--- config.mk ---
export PLATFORM = sky130hd
export DESIGN_NAME = mem_access_unit
export DESIGN_NICKNAME = d
export VERILOG_FILES = /design/src/rtl/mem_access_pkg.sv /design/src/rtl/mem_timeout_cnt.sv /design/src/rtl/mem_access_unit.sv
export SDC_FILE = /design/constraint.sdc
export NUM_CORES = 1
export LEC_CHECK = 0
export CORE_ASPECT_RATIO = 1.75
export CORE_MARGIN = 3
export CORE_UTILIZATION = 40
export DETAILED_ROUTE_END_ITERATION = 6
export GPL_ROUTABILITY_DRIVEN = 0
export PLACE_DENSITY = 0.8
export SYNTH_ARGS = -nofsm -noshare
export SYNTH_HDL_FRONTEND = slang
export SYNTH_SLANG_ARGS = --single-unit
export TNS_END_PERCENT = 10
--- constraint.sdc ---
create_clock -name clk_i -period 2 [get_ports clk_i]
set_input_delay 0.6 -clock clk_i [delete_from_list [all_inputs] [get_ports clk_i]]
set_output_delay 0.6 -clock clk_i [all_outputs]
set_load 0.02 [all_outputs]
--- src/rtl/mem_access_pkg.sv ---
// Shared types and constants for the memory-stage access controller.
package mem_access_pkg;

   typedef enum logic {
      IDLE = 1'b0,
      WAIT = 1'b1
   } mau_state_e;

   localparam logic [31:0] BUBBLE_DATA     = 32'h0;
   localparam int          TIMEOUT_DEFAULT = 255;

endpackage

--- src/rtl/mem_timeout_cnt.sv ---
// Counts WAIT cycles without an acknowledge; hit flags the last allowed cycle.
module mem_timeout_cnt
   import mem_access_pkg::*;
#(
   parameter int TIMEOUT = TIMEOUT_DEFAULT
) (
   input  logic clk_i,
   input  logic rst_i,
   input  logic clear,
   input  logic en,
   output logic hit
);

   localparam int            CW   = $clog2(TIMEOUT + 1);
   localparam logic [CW-1:0] LAST = CW'(TIMEOUT - 1);

   logic [CW-1:0] cnt_q;
   logic [CW-1:0] cnt_d;

   always_comb begin
      cnt_d = cnt_q;
      if (clear) begin
         cnt_d = '0;
      end else if (en) begin
         cnt_d = cnt_q + CW'(1);
      end
   end

   always_ff @(posedge clk_i) begin
      if (rst_i) begin
         cnt_q <= '0;
      end else begin
         cnt_q <= cnt_d;
      end
   end

   assign hit = (cnt_q == LAST);

endmodule

--- src/rtl/mem_access_unit.sv ---
// Memory-stage controller: issues loads/stores over a req/ack port, stalls the
// front of the pipeline while waiting, and drives the MEM/WB register.
module mem_access_unit
   import mem_access_pkg::*;
#(
   parameter int TIMEOUT = TIMEOUT_DEFAULT
) (
   input  logic        clk_i,
   input  logic        rst_i,
   input  logic [31:0] ALUres_i,
   input  logic [31:0] RS2data_i,
   input  logic [4:0]  RDaddr_i,
   input  logic        RegWrite_i,
   input  logic        MemtoReg_i,
   input  logic        MemRead_i,
   input  logic        MemWrite_i,
   output logic        mem_req_o,
   output logic        mem_we_o,
   output logic [31:0] mem_addr_o,
   output logic [31:0] mem_wdata_o,
   input  logic        mem_ack_i,
   input  logic [31:0] mem_rdata_i,
   output logic        stall_o,
   output logic [31:0] ALUres_o,
   output logic [31:0] MEMdata_o,
   output logic [4:0]  RDaddr_o,
   output logic        RegWrite_o,
   output logic        MemtoReg_o,
   output logic        error_o
);

   mau_state_e  state_q, state_d;
   logic [31:0] addr_q, addr_d;
   logic [31:0] wdata_q, wdata_d;
   logic        we_q, we_d;

   logic [31:0] alu_res_q, alu_res_d;
   logic [31:0] mem_data_q, mem_data_d;
   logic [4:0]  rd_addr_q, rd_addr_d;
   logic        reg_write_q, reg_write_d;
   logic        mem_to_reg_q, mem_to_reg_d;
   logic        error_q, error_d;

   logic access;
   logic cnt_clear;
   logic cnt_en;
   logic cnt_hit;
   logic timeout_hit;
   logic stall;

   assign access = MemRead_i | MemWrite_i;

   mem_timeout_cnt #(
      .TIMEOUT (TIMEOUT)
   ) u_timeout_cnt (
      .clk_i (clk_i),
      .rst_i (rst_i),
      .clear (cnt_clear),
      .en    (cnt_en),
      .hit   (cnt_hit)
   );

   always_comb begin
      state_d      = state_q;
      addr_d       = addr_q;
      wdata_d      = wdata_q;
      we_d         = we_q;
      alu_res_d    = BUBBLE_DATA;
      mem_data_d   = BUBBLE_DATA;
      rd_addr_d    = '0;
      reg_write_d  = 1'b0;
      mem_to_reg_d = 1'b0;
      error_d      = error_q;
      stall        = 1'b0;
      cnt_clear    = 1'b0;
      cnt_en       = 1'b0;
      timeout_hit  = 1'b0;

      case (state_q)
         IDLE: begin
            if (access) begin
               // A store wins when both control bits are set.
               stall     = 1'b1;
               addr_d    = ALUres_i;
               wdata_d   = RS2data_i;
               we_d      = MemWrite_i;
               cnt_clear = 1'b1;
               state_d   = WAIT;
            end else begin
               alu_res_d    = ALUres_i;
               rd_addr_d    = RDaddr_i;
               reg_write_d  = RegWrite_i;
               mem_to_reg_d = MemtoReg_i;
            end
         end
         WAIT: begin
            timeout_hit = cnt_hit & ~mem_ack_i;
            stall       = ~mem_ack_i & ~timeout_hit;
            cnt_en      = ~mem_ack_i;
            if (mem_ack_i || timeout_hit) begin
               // EX/MEM is still frozen here, so its fields describe this access.
               alu_res_d    = ALUres_i;
               rd_addr_d    = RDaddr_i;
               reg_write_d  = RegWrite_i & ~timeout_hit;
               mem_to_reg_d = MemtoReg_i;
               mem_data_d   = (mem_ack_i && !we_q) ? mem_rdata_i : BUBBLE_DATA;
               if (timeout_hit) begin
                  error_d = 1'b1;
               end
               state_d = IDLE;
            end
         end
         default: begin
            state_d = IDLE;
         end
      endcase
   end

   always_ff @(posedge clk_i) begin
      if (rst_i) begin
         state_q      <= IDLE;
         addr_q       <= '0;
         wdata_q      <= '0;
         we_q         <= 1'b0;
         alu_res_q    <= '0;
         mem_data_q   <= '0;
         rd_addr_q    <= '0;
         reg_write_q  <= 1'b0;
         mem_to_reg_q <= 1'b0;
         error_q      <= 1'b0;
      end else begin
         state_q      <= state_d;
         addr_q       <= addr_d;
         wdata_q      <= wdata_d;
         we_q         <= we_d;
         alu_res_q    <= alu_res_d;
         mem_data_q   <= mem_data_d;
         rd_addr_q    <= rd_addr_d;
         reg_write_q  <= reg_write_d;
         mem_to_reg_q <= mem_to_reg_d;
         error_q      <= error_d;
      end
   end

   assign mem_req_o   = (state_q == WAIT);
   assign mem_we_o    = mem_req_o & we_q;
   assign mem_addr_o  = mem_req_o ? addr_q : 32'h0;
   assign mem_wdata_o = mem_req_o ? wdata_q : 32'h0;
   assign stall_o     = stall;

   assign ALUres_o   = alu_res_q;
   assign MEMdata_o  = mem_data_q;
   assign RDaddr_o   = rd_addr_q;
   assign RegWrite_o = reg_write_q;
   assign MemtoReg_o = mem_to_reg_q;
   assign error_o    = error_q;

endmodule
* Yosys cells after proc, flatten, opt, wreduce, memory -nomap -nowiden
Cells that the tools add are included.
** Storage, ports and cells
- Register bits after elaboration :: 146
- Output and inout bits :: 139
** Operators by class
- $add $sub $neg :: 1
- Equality and inequality tests :: 1
- Multiplexer cells :: 20
- Bitwise logic cells :: 10
- Reductions and logical operators :: 7
** Operator list (number)
- $mux W32 :: 4
- $pmux W32 S2 :: 1
- $mux W5 :: 2
- $pmux W5 S2 :: 1
- $add A8 B1 Y8 const B :: 1
- $eq A8 B8 Y1 const B :: 1
- $mux W1 :: 8
- $pmux W1 S2 :: 4
- $not A1 Y1 :: 5
- $and A1 B1 Y1 :: 4
- $reduce_or A4 Y1 :: 1
- $reduce_and A3 Y1 :: 1
- $reduce_and A2 Y1 :: 1
- $reduce_or A2 Y1 :: 1
- $logic_and A1 B1 Y1 :: 1
- $logic_not A1 Y1 :: 1
- $logic_or A1 B1 Y1 :: 1
- $or A1 B1 Y1 :: 1

* Depth between registers and ports, before layout
- Depth after elaboration :: 6
- Mapped depth :: 6
- Gate-level depth less buffers :: 5

* By module
From an unflattened synthesis, not the netlist that was laid out.
** Unflattened totals
- Cell total of the unflattened synthesis :: 561
- Area total of the unflattened synthesis :: 5704.2 sq um
** By module, submodules not included
- mem_access_unit :: instances 1, cells each 519, area each 5336.4 sq um, sequential area each 2762.6 sq um
- mem_timeout_cnt :: instances 1, cells each 42, area each 367.9 sq um, sequential area each 160.2 sq um

* Least setup slack after synthesis
Ideal clock, no wire load.
- Path type :: in2out
- From :: input port mem_ack_i
- To :: output port stall_o
- Arrival :: 1.338 ns
- Required time :: 1.400 ns
- Path slack :: 0.062 ns
- Stages on the path :: 4
- Path buffers :: 1
- Cell sequence :: and2b_1 > o21ai_1 > clkbuf_1 > nand2_1
** Between the ends
- Longest elaborated chain between the ends :: 5
** RTL lines
- start, declared :: line mem_access_unit.sv:21 : input logic mem_ack_i,
- $not A1 Y1 (*) :: line mem_access_unit.sv:97, mem_access_unit.sv:98
- $and A1 B1 Y1 :: line mem_access_unit.sv:97 : timeout_hit = cnt_hit & ~mem_ack_i;
- $not A1 Y1 :: line mem_access_unit.sv:98 : stall = ~mem_ack_i & ~timeout_hit;
- $and A1 B1 Y1 (*) :: line mem_access_unit.sv:98
- $pmux W1 S2 (*) :: line mem_access_unit.sv:79 : case (state_q)
- end, declared :: line mem_access_unit.sv:23 : output logic stall_o,
Every way passes the cells marked *; elsewhere a longest branch is shown, timed or not.

* Worst setup path after layout
- From :: register u_timeout_cnt.cnt_q[0]
- To :: output port stall_o
** Between the ends
- Longest elaborated chain between the ends :: 5
** RTL lines
- start, declared :: line mem_timeout_cnt.sv:17 : logic [CW-1:0] cnt_q;
- start signal, assigned :: line mem_timeout_cnt.sv:33 : cnt_q <= cnt_d;
- $eq A8 B8 Y1 :: line mem_timeout_cnt.sv:37 : assign hit = (cnt_q == LAST);
- $and A1 B1 Y1 :: line mem_access_unit.sv:97
- $not A1 Y1 :: line mem_access_unit.sv:98
- $and A1 B1 Y1 :: line mem_access_unit.sv:98
- $pmux W1 S2 :: line mem_access_unit.sv:79
No other way between the ends.

==> metrics.yaml <==
track_usage_pct: 21.2
drt_iter0_drc: 189
fp.dieH_um: 155
htreeDepth: 4
skew_ps: 8.52
root_buffer: "clkbuf_16"
syn_area_per_cell_um2: 8.95
finalHoldViolCount: 0
p_sw_share_pct: 24.0
p_switching_uw: 1750
relSlewSlack_pct: 77.4
vias_per_cell: 4.79
required_ps: 1400
clkLatencyLatePin_ps: 400
r2r_setup_slack_ps: 520
grt_pass1_wl_mm: 24.0
avgRoutedWirePerCell_um: 15.3
cp_max_fo: 2
final_util_pct: 66.5
num_vias: 4731
nets: 920
arrival_ps: 1430
ios: 247
tns_ps: -34.9
drtPass1Iterations: 7
grt_max_degree: 41
clkTransAtPathRegs_ps: 60
finalWorstSetupSlack_ps: -34.9
clock_sinks: 146
outcome: "finished with violations"
antenna_found_initial: 0
place_ws_ps: -223
antenna_left: 0
violations: "negative setup slack"
port_buffers: 246
pwr-share-seq_pct: 43.0
synth_warnings: 0
maxCapViolCount: 0
postRouteWirelength_mm: 15.1
dieArea_um2: 14100
grt.overflow.total: 0
syn_nets: 674
dpl.cell_count: 954
cp-end-kind: "output pin"
rsz0062_at_grt: "yes"
layout.cells.non_filler: 987
antenna_cells: 0
cts_made_buffers: 17
core_area_um2: 12200
drive_gt1_share_pct: 15.9
start_util_pct: 41.4
chipWidth_um: 90.9
irDropWorstVdd_mv: 0.793
syn_inst: 564
synth_area_um2: 5050
fin_crit_sh_pct: 102
drc: 0
startpoint_type: "flop"
fp-row-count: 53
dp_hpwl_mm: 11.1
cts_tree: "done"
tightest_slew_ps: 339
fin_crit_ps: 2030
crit_type: "reg2out"
clock_path_buffers: 2
final-max-slew-violation-count: 0
area_growth_pct: 60.8
finalSetupViolations: 1
ys_seq_elements: 146
clkPwrFrac_pct: 43.3
fmax_mhz: 491
p_int_uw: 5520
hold_path_class: "reg2reg"
comb_power_share_pct: 13.7
grt_pass1_vias: 4911
power.density_nw_per_um2: 896
leakage_uw: 0.00355
ys_types: 30
ys_seq_area_share_pct: 57.9
cell type report:
| cell class | count | area [um^2] |
|---|---|---|
| Fill cell | 1045 | 4090 |
| Sequential cell | 146 | 2930 |
| Timing Repair Buffer | 268 | 2410 |
| Multi-Input combinational cell | 374 | 1970 |
| Clock buffer | 19 | 433 |
| Tap cell | 165 | 206 |
| Clock inverter | 12 | 156 |
| Inverter | 3 | 11.3 |
kinds of logic after synthesis:
kind of cell / count (synthesis) / share of synthesized area (%)
buf+inv: 44 / 3.57
fa+ha+maj: 2 / 0.496
mux: 2 / 0.397
compound gates: 79 / 8.18
xor+xnor: 1 / 0.174
flops: 146 / 57.9
simple gates: 290 / 29.3
power groups by stage:
stage	Combinational (uW)	Clock, uW	Sequential (uW)
after detailed placement	1040	0	3190
final	995	3150	3120
after global placement	1020	0	3180
after global routing	1080	3340	3140
after CTS	1020	3230	3120
after floorplan	393	0	3240
worst paths after layout:
check                          from                endpoint  cells after the start
max          u_timeout_cnt.cnt_q[0]                 stall_o                      6
min                      addr_q[23]              addr_q[23]                      2
max reg2reg               mem_req_o  u_timeout_cnt.cnt_q[5]                      4
min reg2reg              addr_q[23]              addr_q[23]                      2
flip-flops by register name, summed over array words and instances (netlist names):
signal               flops
wdata_q                 32
u_timeout_cnt.cnt_q      8
MEMdata_o               32
RegWrite_o               1
we_q                     1
addr_q                  32
RDaddr_o                 5
mem_req_o                1
error_o                  1
MemtoReg_o               1
ALUres_o                32
metrics by stage:
stage / total power [uW] / instance area [um^2] / hold slack (ps)
2_1_floorplan: 3640 / 5050 / 432
3_3_place_gp: 4200 / 7800 / 438
3_5_place_dp: 4230 / 7800 / 442
4_1_cts: 7370 / 8310 / 450
5_1_grt: 7550 / 8120 / 468
6_report: 7270 / 8120 / 447
worst max-delay path, cell delays in order, from the launching register on:
cell	delay, ps
dfxtp_2	330
inv_2	50
ha_1	160
nand3_2	100
o21ai_2	180
nand2_2	80
buf_6	140
Yosys cell counts:
master	count	area [um^2]
nand2b_1	1	6.26
nand3b_1	1	7.51
o21bai_1	1	7.51
o21ba_2	1	10.0
o31ai_1	2	15.0
dfxtp_1	146	2920
or4_1	2	15.0
and2_1	97	607
nand3_1	4	20.0
clkbuf_2	1	5.00
and4bb_2	1	12.5
inv_1	3	11.3
o21ai_0	2	10.0
nand2_1	133	499
xnor2_1	1	8.76
ha_1	2	25.0
and2b_1	1	7.51
o21ai_1	1	5.00
o21a_1	1	7.51
clkbuf_1	29	109
a211oi_1	1	7.51
or3_1	3	18.8
nand4b_1	1	8.76
nor3_1	1	5.00
and3_1	39	244
nand4_1	2	12.5
nor2_1	4	15.0
a21oi_1	70	350
buf_2	11	55.1
mux2i_1	2	20.0
placed cells by master, fill, tap and decap left out, types with 2 or more instances in the layout:
master / count
a21oi_1: 70
and2_1: 97
and3_1: 39
buf_12: 7
buf_2: 56
buf_4: 15
bufinv_16: 3
clkbuf_1: 2
clkbuf_16: 17
clkbuf_2: 7
clkdlybuf4s15_2: 3
clkdlybuf4s50_1: 175
clkinv_2: 2
clkinvlp_4: 4
dfxtp_1: 141
dfxtp_2: 4
dlygate4sd2_1: 2
dlymetal6s2s_1: 2
ha_1: 2
inv_1: 2
inv_6: 3
mux2i_1: 2
nand2_1: 132
nand3_1: 3
nand4_1: 2
nor2_1: 3
o21ai_0: 2
o31ai_1: 2
or3_1: 3
or4_1: 2
per-layer routing:
metal / global-route usage (%) / wire, um
met5: 0 / 0
met4: 9.42 / 430
met3: 6.08 / 1070
met2: 40.1 / 8430
met1: 21.0 / 5220
timing repair:
item | in CTS | in global routing
hold buffers | 0 | 0
endpoints found under the setup margin | 67 | 39
pin swaps | 2 | 2
gates resized for setup | 220 | 46
setup buffers | 0 | 2
No activity file was read; power rests on OpenSTA's default activity.
==> edit 1, RTL diff (same flow settings) <==
`wdata_q` no longer has a reset.
--- a/src/rtl/mem_access_unit.sv
+++ b/src/rtl/mem_access_unit.sv
@@ -121,5 +121,4 @@
          state_q      <= IDLE;
          addr_q       <= '0;
-         wdata_q      <= '0;
          we_q         <= 1'b0;
          alu_res_q    <= '0;
@@ -132,5 +131,4 @@
          state_q      <= state_d;
          addr_q       <= addr_d;
-         wdata_q      <= wdata_d;
          we_q         <= we_d;
          alu_res_q    <= alu_res_d;
@@ -141,4 +139,8 @@
          error_q      <= error_d;
       end
+   end
+
+   always_ff @(posedge clk_i) begin
+      wdata_q <= wdata_d;
    end
 
Behaviour: no difference found for any inputs over 10 cycles, from zero or initial values and one cycle with rst_i high; that may be too few to reach the edited logic, so the function may still have changed.
==> edit 1 against the unedited design <==
Routed wire length is 1.2% higher. Final cell count fell by 9.3%. Synthesized area is 1.3% lower. Power grew 3.8%. Worst setup slack got worse by 0.054 ns. Sequential cell count unchanged. Final area up 0.72%. The run still ends with negative setup slack left. Clock skew up 0.0054 ns. Largest power group unchanged. Critical path type unchanged.
==> edit 1: results (changes against the unedited design) <==
R2R Setup Slk -> 0.21 ns (-0.31 ns)
H-Tree Depth -> 4 (unchanged)
Post-DP HPWL -> 10700 µm (-3.6%)
1st-iter DRT viols -> 185 (-2.1%)
Crit path largest cell delay -> 0.41 ns (+0.08 ns)
Setup TNS -> -0.221 ns (-0.186 ns)
Distinct cell type count after synthesis -> 34 (+13%)
Post-synth top cells -> dfxtp_1, and2_1, nand2_1, a21oi_1, and3_1
Post-synthesis sequential area ratio -> 0.651 (+0.0720)
Worst R2R Path Depth -> 6 (+2)
Hold path startpoint -> addr_q[25]
Hold_ws -> 0.457 ns (+0.0100 ns)
Yosys warns -> 0 (unchanged)
Average cell area after synthesis -> 10.8 µm² (+21%)
Worst VDD drop -> 709 µV (-11%)
Leakage -> 0.00352 µW (-1.0%)
Synthesized Nets -> 570 (-15%)
Crit path max fanout -> 5 (+3)
Inst Count DP -> 856 (-10%)
Worst-margin pin slew -> 0.762 ns (+0.423 ns)
R2R Path End -> ALUres_o[29]
R2r startpoint -> mem_req_o
Vias per cell -> 4.71 (-1.8%)
Global-route wire length before repair -> 23000 µm (-4.3%)
Critical Path Slowest Stage Cell -> dfxtp_1
WL per Instance -> 17.1 µm (+12%)
Final setup margin -> -0.0885 ns (-0.0536 ns)
Vias in the first global route -> 4314 (-12%)
Post-synth EDFFs -> 32 (+32)
Total iterations of the first detailed-routing run -> 5 (-2)
Diodes inserted -> 0 (unchanged)
Worst-path clk slew -> 0.06 ns (about the same)
Status -> finished with violations
Worst Hold End -> addr_q[25]
Nets -> 827 (-10%)
Total GRT Usage -> 0.212 (+0.000318)
Non-Filler Instances -> 895 (-9.3%)
CP Data Arrival Time -> 1.49 ns (+0.06 ns)
Top post-synthesis cells by area -> dfxtp_1, edfxtp_1, and2_1, nand2_1, and3_1
Share of layout cells above drive strength 1 -> 0.192 (+0.0324)
Skew final -> 0.0139 ns (+0.00540 ns)
Endpoints failing setup -> 7 (+6)
Failing checks -> negative setup slack
Fill cells -> 973 (-6.9%)
-- edit 1: per-layer routing --
metal | routed length [µm] | global-route usage
met5 | 0 | 0
met4 | 522 | 0.114
met3 | 825 | 0.0573
met2 | 8360 | 0.383
met1 | 5620 | 0.222
-- edit 1: worst min-delay path, cell delays in order (launching register included) --
cell	delay (ns)
dfxtp_1	0.31
nand2_1	0.05
a21oi_1	0.05
-- edit 1: area by class of cell --
class | count | area share
clock buffer | 22 | 0.0646
clock inverter | 10 | 0.0133
inverter | 5 | 0.00291
multi-input combinational | 278 | 0.197
sequential | 146 | 0.398
tap | 165 | 0.0253
timing repair buffer | 269 | 0.299
-- edit 1: power by group --
| part | switching [µW] | internal, µW |
|---|---|---|
| clock network | 1280 | 2030 |
| logic | 495 | 503 |
| registers | 56.9 | 3180 |
| total | 1830 | 5720 |
-- edit 1: timing repair --
action,4_1_cts,5_1_grt
cloned,0,2
setup buffers,0,5
endpoints found under the setup margin,68,43
gates resized for setup,223,70
pin swaps,0,4
-- edit 1: kinds of logic after synthesis --
group,Yosys count,share of synthesized area
compound gates,48,0.0507
mux,1,0.00201
fa+ha+maj,2,0.00502
buf+inv,36,0.0374
xor+xnor,1,0.00176
simple gates,226,0.252
flops,146,0.651
-- edit 1: worst max path at each step --
stage	startpoint	to	slack, ns
CTS	MemWrite_i	stall_o	-0.17
global route	u_timeout_cnt.cnt_q[4]	stall_o	-0.13
detailed placement	MemWrite_i	ALUres_o[17]	-0.25
global placement	MemWrite_i	RDaddr_o[3]	-0.22
finish	u_timeout_cnt.cnt_q[4]	stall_o	-0.09
floorplan	mem_ack_i	stall_o	0.06
-- edit 1: through the flow --
stage	instance area (µm²)	utilization	setup WS (ns)
4_1_cts	8250	0.683	-0.172
3_5_place_dp	7670	0.635	-0.252
2_1_floorplan	4980	-	0.0622
5_1_grt	8180	0.677	-0.129
3_3_place_gp	7670	0.635	-0.215
6_report	8180	0.677	-0.0885
==> edit 2, RTL diff (config.mk and constraints unchanged) <==
Made on the original files. Set the package constant `TIMEOUT_DEFAULT` to 510 (it was 255).
--- a/src/rtl/mem_access_pkg.sv
+++ b/src/rtl/mem_access_pkg.sv
@@ -8,5 +8,5 @@
 
    localparam logic [31:0] BUBBLE_DATA     = 32'h0;
-   localparam int          TIMEOUT_DEFAULT = 255;
+   localparam int          TIMEOUT_DEFAULT = 510;
 
 endpackage
Check against the original RTL: same outputs for any inputs over 10 cycles, from zero or initial values and one cycle with rst_i high; that may be too few to reach the edited logic, so the function may still have changed.
==> edit 2 against the unedited design <==
The run still ends with negative setup slack left. Routed wire length grew 9.5%. Clock power grew 5%. Die area grew 2.1%. Power grew 3.5%. Final area grew 6.0%. Core utilization grew 1.9 points. Sequential cell count grew 1. Worst setup slack lost 0.21 ns. Clock skew grew 0.0027 ns. Synthesized area grew 2.3%. Critical endpoint unchanged.
==> edit 2: results (changes against the unedited design) <==
Status -> finished with violations
Failing checks -> negative setup slack
Top post-synthesis cells by area -> dfxtp_1, and2_1, nand2_1, a21oi_1, nor3b_1
Synth Area in Compound Gates -> 0.0848 (+0.00304)
Place WS -> -0.848 ns (-0.625 ns)
Placed Area -> 7970 µm² (+2.2%)
Power in the clock group -> 3320 µW (+5%)
Adder-Cell Fraction of Synth Area -> 0.00485 (-0.000109)
Hold_ws -> 0.450 ns (+0.00233 ns)
Endpoints failing setup -> 1 (unchanged)
Via Count -> 4903 (+3.6%)
Worst R2R Path Depth -> 12 (+8)
Share of layout cells above drive strength 1 -> 0.186 (+0.0269)
Setup Buffers After CTS -> 10 (+10)
Post-DP HPWL -> 12100 µm (+9.1%)
# resized after CTS -> 254 (+15%)
Total GRT Usage -> 0.226 (+0.0137)
Metal3 WL -> 1180 µm (+10%)
Post-synth top cells -> dfxtp_1, nand2_1, and2_1, a21oi_1, nor3b_1
Mux contribution to synthesized area -> 0.00194 (-0.00203)
Global-route wire length before repair -> 25700 µm (+6.7%)
Skew final -> 0.0112 ns (+0.00269 ns)
Nets -> 942 (+2.4%)
Worst VDD drop -> 629 µV (-21%)
DR top layer -> met4
Crit path largest cell delay -> 0.43 ns (+0.10 ns)
CP top delay family -> buffers and inverters
Total iterations of the first detailed-routing run -> 4 (-3)
Metal2 WL -> 9220 µm (+9.3%)
GR Util met1 -> 0.211 (+0.00132)
WL per Instance -> 16.4 µm (+6.8%)
Post-Route WL -> 16600 µm (+9.5%)
Fill cells -> 1012 (-3.2%)
Pin count of the biggest net entering global routing -> 67 (+63%)
R2R Setup Slk -> 0.14 ns (-0.38 ns)
Sequential power share -> 0.419 (-0.011)
Wire length on met1 -> 5470 µm (+4.9%)
Final setup margin -> -0.242 ns (-0.208 ns)
Switching part of the total -> 0.238 (-0.00201)
GRT met3 Usage -> 0.0669 (+0.00603)
Inst Count DP -> 972 (+1.9%)
Synth Instances -> 565 (+0.18%)
Post-synthesis sequential area ratio -> 0.570 (-0.00889)
Hold WC Path Type -> flop to flop
CTS buffer count -> 17 (unchanged)
Synthesized Nets -> 675 (+0.15%)
Initial antenna violation count -> 1 (+1)
Setup TNS -> -0.242 ns (-0.208 ns)
1st-iter DRT viols -> 188 (-0.53%)
Post-synthesis xor/xnor area fraction -> 0.00339 (+0.00166)
Vias in the first global route -> 5199 (+5.9%)
==> edit 2: cells by family after synthesis <==
| kind of cell | Yosys count |
|---|---|
| mux | 1 |
| simple gates | 286 |
| compound gates | 82 |
| flops | 147 |
| xor+xnor | 2 |
| buf+inv | 45 |
| fa+ha+maj | 2 |
==> edit 2: final cells by class <==
| cell class | count | area, µm² | area share |
|---|---|---|---|
| flip-flops and latches | 147 | 2950 | 0.343 |
| repair buffers | 288 | 2720 | 0.316 |
| multi-input cells | 373 | 2080 | 0.242 |
| clock buffers | 18 | 439 | 0.0511 |
| well taps | 168 | 210 | 0.0244 |
| clock inverters | 12 | 180 | 0.0209 |
| inverters | 5 | 18.8 | 0.00218 |
| diodes | 1 | 2.50 | 0.000291 |
==> edit 2: path summary, 6_finish.rpt <==
check                                            start          end
worst max-delay path                        MemWrite_i      stall_o
worst min register to register             wdata_q[24]  wdata_q[24]
worst max register to register  u_timeout_cnt.cnt_q[1]      error_o
worst min-delay path                       wdata_q[24]  wdata_q[24]
